**src/rtl/pipe_pkg.sv**
```systemverilog
// ---------------------------------------------------------------------------
// pipe_pkg
//   Shared helpers for the pipe_stages register pipeline.
//
//   occ_width(depth, skid) : bit width needed to count 0..depth+skid held
//                            words, used to size the occupancy port.
// ---------------------------------------------------------------------------
package pipe_pkg;

    // Width of a counter that must represent every value 0..depth+skid.
    function automatic int occ_width(input int depth, input int skid);
        int w;
        w = $clog2(depth + skid + 1);
        return (w < 1) ? 1 : w;
    endfunction

endpackage : pipe_pkg

```
**src/rtl/pipe_stage.sv**
```systemverilog
// ---------------------------------------------------------------------------
// pipe_stage
//   One pipeline slot: a valid flop plus a WIDTH-bit data register.
//   Used for every stage of the chain and for the optional skid slot.
//
// Ports
//   ck         : clock, rising edge
//   rst        : asynchronous active-high reset (valid and data to 0)
//   clear      : synchronous clear of the valid flop only (data is kept)
//   load       : slot takes {src_valid, src_data} this edge
//   src_valid  : upstream offers a word (0 = bubble)
//   src_data   : upstream word
//   valid      : slot holds a word
//   data       : held word
// ---------------------------------------------------------------------------
module pipe_stage #(
    parameter int WIDTH = 8
) (
    input  logic             ck,
    input  logic             rst,
    input  logic             clear,
    input  logic             load,
    input  logic             src_valid,
    input  logic [WIDTH-1:0] src_data,
    output logic             valid,
    output logic [WIDTH-1:0] data
);

    // NOTE: sequential state is written only with non-blocking assignments so
    // every slot samples its neighbour's pre-edge value, giving a true shift.
    // NOTE: the data register is reset as well because the pipeline output
    // must read zero after reset, not just be marked invalid.
    always_ff @(posedge ck or posedge rst) begin
        if (rst) begin
            valid <= 1'b0;
            data  <= '0;
        end else if (clear) begin
            // Flush drops the word but leaves the data bits untouched.
            valid <= 1'b0;
        end else if (load) begin
            valid <= src_valid;
            // A bubble moving in keeps the old data; only real words overwrite.
            if (src_valid) begin
                data <= src_data;
            end
        end
    end

endmodule : pipe_stage

```
**src/rtl/pipe_stages.sv**
```systemverilog
// ---------------------------------------------------------------------------
// pipe_stages
//   WIDTH-wide, DEPTH-deep register pipeline with valid/ready flow control,
//   stall propagation, bubble collapsing, an optional one-word skid buffer
//   (which makes in_ready a flop output) and a synchronous flush.
//
// Parameters
//   WIDTH : data bits per word (>=1)
//   DEPTH : pipeline register stages (>=1)
//   SKID  : 1 = registered in_ready plus a one-word skid slot,
//           0 = in_ready combinational from the stage chain
//
// Ports
//   ck        : clock, rising edge
//   rst       : asynchronous active-high reset
//   flush     : synchronous clear of every held word (outranks transfers)
//   in_valid  : producer offers d
//   in_ready  : word on d is accepted this cycle
//   d         : input word
//   out_valid : q holds a valid word (flop output)
//   out_ready : consumer takes q this cycle
//   q         : output word (last stage data register)
//   occ       : number of words currently held, 0..DEPTH+SKID
// ---------------------------------------------------------------------------
module pipe_stages
    import pipe_pkg::*;
#(
    parameter int WIDTH = 8,
    parameter int DEPTH = 3,
    parameter int SKID  = 1
) (
    input  logic                               ck,
    input  logic                               rst,
    input  logic                               flush,
    input  logic                               in_valid,
    output logic                               in_ready,
    input  logic [WIDTH-1:0]                   d,
    output logic                               out_valid,
    input  logic                               out_ready,
    output logic [WIDTH-1:0]                   q,
    output logic [occ_width(DEPTH, SKID)-1:0]  occ
);

    localparam int OCC_W = occ_width(DEPTH, SKID);

    // Per-stage state and chain control.
    logic [DEPTH-1:0] v;              // stage holds a word
    logic [WIDTH-1:0] dq    [DEPTH];  // stage data
    logic [DEPTH-1:0] take;           // stage loads from its upstream this edge
    logic [DEPTH-1:0] pop;            // stage hands its word downstream this edge
    logic [DEPTH-1:0] src_v;          // upstream valid seen by each stage
    logic [WIDTH-1:0] src_d [DEPTH];  // upstream data seen by each stage

    // Stage 0 feed: either the skid slot or the input port.
    logic             head_v;
    logic [WIDTH-1:0] head_d;

    logic in_fire;
    logic out_fire;

    assign in_fire  = in_valid && in_ready;
    assign out_fire = v[DEPTH-1] && out_ready;

    // ------------------------------------------------------------------
    // Advance logic, evaluated from the output back towards the input.
    // An empty stage always loads, so bubbles collapse even when the
    // stages below it are stalled.
    // ------------------------------------------------------------------
    // NOTE: every signal written in this block gets a default first, so no
    // path through the loop can leave a bit unassigned and infer a latch.
    always_comb begin
        pop  = '0;
        take = '0;
        pop[DEPTH-1]  = v[DEPTH-1] && out_ready;
        take[DEPTH-1] = !v[DEPTH-1] || pop[DEPTH-1];
        for (int k = DEPTH - 2; k >= 0; k--) begin
            pop[k]  = v[k] && take[k+1];
            take[k] = !v[k] || pop[k];
        end
    end

    // Source of each stage: stage 0 from the head feed, others from k-1.
    always_comb begin
        src_v    = '0;
        src_v[0] = head_v;
        src_d[0] = head_d;
        for (int k = 1; k < DEPTH; k++) begin
            src_v[k] = v[k-1];
            src_d[k] = dq[k-1];
        end
    end

    // ------------------------------------------------------------------
    // Stage chain
    // ------------------------------------------------------------------
    for (genvar k = 0; k < DEPTH; k++) begin : g_stage
        pipe_stage #(
            .WIDTH (WIDTH)
        ) u_stage (
            .ck        (ck),
            .rst       (rst),
            .clear     (flush),
            .load      (take[k]),
            .src_valid (src_v[k]),
            .src_data  (src_d[k]),
            .valid     (v[k]),
            .data      (dq[k])
        );
    end

    // ------------------------------------------------------------------
    // Input side: optional skid slot and the in_ready selection.
    // ------------------------------------------------------------------
    if (SKID != 0) begin : g_skid
        logic             skid_v;
        logic [WIDTH-1:0] skid_d;
        logic             skid_fill;
        logic             skid_load;

        // in_ready comes straight from the skid valid flop, so it drops
        // the cycle after the skid captures a word.
        assign in_ready = !skid_v;

        // A word accepted while stage 0 is blocked parks in the skid.
        assign skid_fill = in_fire && !take[0];
        // Load on fill, or load a bubble when the parked word drains.
        assign skid_load = skid_fill || (skid_v && take[0]);

        // The parked word always goes to stage 0 before any new input;
        // while it is parked in_ready is low, so no new word competes.
        assign head_v = skid_v || in_fire;
        assign head_d = skid_v ? skid_d : d;

        pipe_stage #(
            .WIDTH (WIDTH)
        ) u_skid (
            .ck        (ck),
            .rst       (rst),
            .clear     (flush),
            .load      (skid_load),
            .src_valid (skid_fill),
            .src_data  (d),
            .valid     (skid_v),
            .data      (skid_d)
        );
    end else begin : g_no_skid
        // Ready ripples combinationally back from out_ready.
        assign in_ready = take[0];
        assign head_v   = in_fire;
        assign head_d   = d;
    end

    // ------------------------------------------------------------------
    // Occupancy counter: +1 on input transfer, -1 on output transfer,
    // unchanged when both happen; flush discards both and empties it.
    // ------------------------------------------------------------------
    always_ff @(posedge ck or posedge rst) begin
        if (rst) begin
            occ <= '0;
        end else if (flush) begin
            occ <= '0;
        end else if (in_fire && !out_fire) begin
            occ <= occ + OCC_W'(1);
        end else if (!in_fire && out_fire) begin
            occ <= occ - OCC_W'(1);
        end
    end

    // Output is the last stage, both signals straight from flops.
    assign out_valid = v[DEPTH-1];
    assign q         = dq[DEPTH-1];

endmodule : pipe_stages

```
**config.mk**
```make
export PLATFORM = sky130hd
export DESIGN_NAME = pipe_stages
export DESIGN_NICKNAME = d
export VERILOG_FILES = /design/src/rtl/pipe_pkg.sv /design/src/rtl/pipe_stage.sv /design/src/rtl/pipe_stages.sv
export SDC_FILE = /design/constraint.sdc
export NUM_CORES = 1
export LEC_CHECK = 0
export BUFFER_PORTS_ARGS = -buffer_cell sky130_fd_sc_hd__buf_2
export CAP_MARGIN = 20
export CORE_MARGIN = 2
export CORE_UTILIZATION = 55
export CTS_CLUSTER_SIZE = 28
export DETAILED_ROUTE_END_ITERATION = 10
export PLACE_DENSITY_LB_ADDON = 0.05
export SYNTH_ARGS = -nofsm -noshare
export SYNTH_HDL_FRONTEND = slang
export SYNTH_SLANG_ARGS = --single-unit
```
**constraint.sdc**
```tcl
create_clock -name ck -period 2 [get_ports ck]
set_input_delay 0.1 -clock ck [delete_from_list [all_inputs] [get_ports ck]]
set_output_delay 0.1 -clock ck [all_outputs]
set_load 0.01 [all_outputs]
```
==> impl_metrics.csv <==
group,metric,value,unit
clocking,h-tree-depth,2,
sta,worst_slew_margin_rel,69.1,%
sta,worst_slack,260,ps
cells_and_area,drive_gt1_share,39.8,%
setup_path,cp.required,2220,ps
sta,slew_violations,0,
global_routing,grt_pass1_vias,1027,
yosys,synth_common_cells,"dfrtp_1 (39), mux2_2 (24), buf_4 (9), nand2_1 (9), nor2_1 (9)",
outcome,run_status,"completed",
cells_and_area,utilization,65.9,%
yosys,synth-seq-cells,39,
detailed_routing,routedWlPerCell,12.3,microns
placed_design,placedCellCount,193,
min_path,hp-start,"flush",
cells_and_area,multi_input_area,646,sq um
sta,fin_tns_setup,0,ps
cells_and_area,num-fill-cells,242,
placed_design,placed_area,0.00183,sq mm
clocking,cts_tree,"done",
setup_path,worstPathCellList,"and2_1 -> nor2_1 -> fa_1 -> nor3_1 -> o21ai_0 -> nor3b_1",
floorplanning,start_util,57.4,%
cells_and_area,seq_area,976,sq um
sta,maxClockFrequency,0.575,GHz
global_routing,grt-busiest-layer,"met2",
clocking,cts_root_buf,"clkbuf_4",
min_path,hold_class,"in -> reg",
clocking,clk_latency,340,ps
cells_and_area,fin_area,0.00199,sq mm
clocking,cts_buffer_depth,2,
global_routing,grt_use_met1,21.1,%
yosys,seq_area_frac_synth,56.2,%
setup_path,arrival,1960,ps
sta,period_needed,1740,ps
global_routing,grtUsageMet3,7.14,%
yosys,synth-edff-count,0,
yosys,ys_types,27,
detailed_routing,drt-total-wl,2580,microns
yosys,synth_top_area_share,56.2,%
yosys,synth_ff_type,"dfrtp_1",
setup_path,slowest_stage,"dfrtp_1",
setup_path,critPathBufInv,0,
cells_and_area,synthToLayoutAreaGrowth,14.8,%
yosys,syn_avg_cell_area,12.9,sq um
setup_path,cp-start-kind,"flop",
floorplanning,num_rows,20,
floorplanning,core_area,0.00303,sq mm
yosys,synthCells,135,
sta,setup_violations,0,
setup_path,critPathCaptureType,"flop",
placed_design,portBuffers,25,
cells_and_area,antenna_cells,0,
setup_path,r2r_start,"g_stage[2].u_stage.valid",
yosys,synth_area,0.00174,sq mm
pwr,p_leak,0.972,nW
cells_and_area,fin_nets,179,
detailed_routing,dr.pass1.iters,4,
setup_path,crit_type,"reg -> reg",
flow_run,cap_violations,0,
sta,tightest_slew,464,ps
floorplanning,pin_count,26,
setup_path,cpPeakStageDelay,390,ps
detailed_routing,drc_errors,0,
global_routing,grt_pass1_wl,4510,microns
setup_path,critPathMaxFanout,4,
setup_path,cpLargestDelayFamily,"simple AND/OR/NAND/NOR gates",
yosys,yosysWarnings,0,
placed_design,pre_cts_slack,294,ps
detailed_routing,postRouteAntennaNets,0,
clocking,cts_inserted_buffers,5,
global_routing,track_usage,17.6,%
global_routing,grt_overflow,0,
floorplanning,die_x,60.2,microns
setup_path,crit_start,"g_stage[2].u_stage.valid",
pwr,vdd_ir_drop_max,0.000401,V
cells_and_area,fin_cells,210,
sta,finClkSkew,5.98,ps
floorplanning,die_h,60.2,microns
placed_design,hpwlAfterDp,1900,microns
sta,hold_viol,0,
yosys,yosysTopAreaCell,"dfrtp_1",
floorplanning,dieArea,0.00362,sq mm
detailed_routing,num_vias,1025,
placed_design,gp_congestion,0.754,
detailed_routing,vias_per_cell,4.88,
yosys,yosysMostFrequentCell,"dfrtp_1",
clocking,cts_setup_buffers,0,
yosys,synthesis.nets,149,
global_routing,globalRouteMet2Util,27.2,%
yosys,async_flop_share,100,%
global_routing,antenna_found_initial,0,
sta,period_share,87.0,%
detailed_routing,drt_iter0_drc,25,
sta,rsz0062_at_grt,"false",
clocking,clk_pin_slew_worst_paths,110,ps
yosys,synthTopCellsByArea,"dfrtp_1 (56%), mux2_2 (16%), mux2i_1 (4.6%), buf_4 (3.9%), nand2_1 (1.9%)",
global_routing,grt_max_degree,40,
pwr,p_per_area,877,mW/mm^2
clocking,cts.sinks,39,
-- report_power, final --
part / leakage [nW] / switching, mW / internal [mW] / total [mW]
logic: 0.430 / 0.145 / 0.173 / 0.318
clock network: 0.0375 / 0.247 / 0.206 / 0.452
registers: 0.505 / 0.0614 / 0.918 / 0.979
-- per-stage QoR --
step	power, mW	hold WS [ps]
5_1_grt	1.87	53.4
3_5_place_dp	1.31	235
2_1_floorplan	1.27	251
4_1_cts	1.77	3.90
6_report	1.75	80.8
3_3_place_gp	1.29	229
-- layout make-up --
type / count / area share, %
multi-input combinational: 79 / 32.4
inverter: 4 / 0.753
clock inverter: 1 / 0.376
sequential: 39 / 48.9
timing repair buffer: 36 / 11.5
tap: 44 / 2.76
clock buffer: 7 / 3.26
-- state kept, by name, indices dropped and copies added, names as in the netlist --
register / count
occ: 3
g_stage.u_stage.data: 24
g_stage.u_stage.valid: 3
g_skid.u_skid.data: 8
g_skid.u_skid.valid: 1
-- cells by family (layout without fill, tap and decap cells) --
group / after synthesis / in the layout / synth area share, %
flip-flops: 39 / 39 / 56.2
AND/OR/NAND/NOR: 33 / 33 / 10.6
multiplexers: 32 / 32 / 20.2
buffers and inverters: 17 / 48 / 6.63
AO/OA/AOI/OAI: 12 / 12 / 4.76
adder cells (fa/ha/maj): 1 / 1 / 1.15
XOR/XNOR: 1 / 1 / 0.504
-- layer usage --
| metal | vias to the layer above | share of wire, % |
|---|---|---|
| met5 | - | 0 |
| met4 | 0 | 1.1 |
| met3 | 2 | 4.6 |
| met2 | 24 | 48 |
| met1 | 491 | 46 |
| li1 | 508 | - |
-- path summary, 6_finish.rpt --
kind,to,slack (ps),cells after the start
max,occ[2],260,6
min,g_stage[1].u_stage.valid,80,2
max reg2reg,occ[2],260,6
min reg2reg,g_stage[0].u_stage.data[7],490,2
max in group asynchronous,g_skid.u_skid.data[4],1270,4
min in group asynchronous,g_stage[2].u_stage.data[6],390,4
-- layout by cell type, fill, tap and decap left out, types with 2 or more instances in the layout --
cell and n:
o21ai_1 6, buf_4 2, nand2_1 9, mux2_2 24, mux2i_1 8, nand2b_1 2, and2_1 2, nor2_1 9
inv_1 4, o21ai_2 2, buf_2 25, clkbuf_4 5, dlygate4sd3_1 9, nor3_1 3, dfrtp_1 39, clkbuf_8 2
o21ai_0 2
-- timing repair --
item                      CTS  global route
hold buffers                7             2
hold endpoints to repair   45             2
gates resized for setup     0             0
No activity file was read; power rests on OpenSTA's default activity.
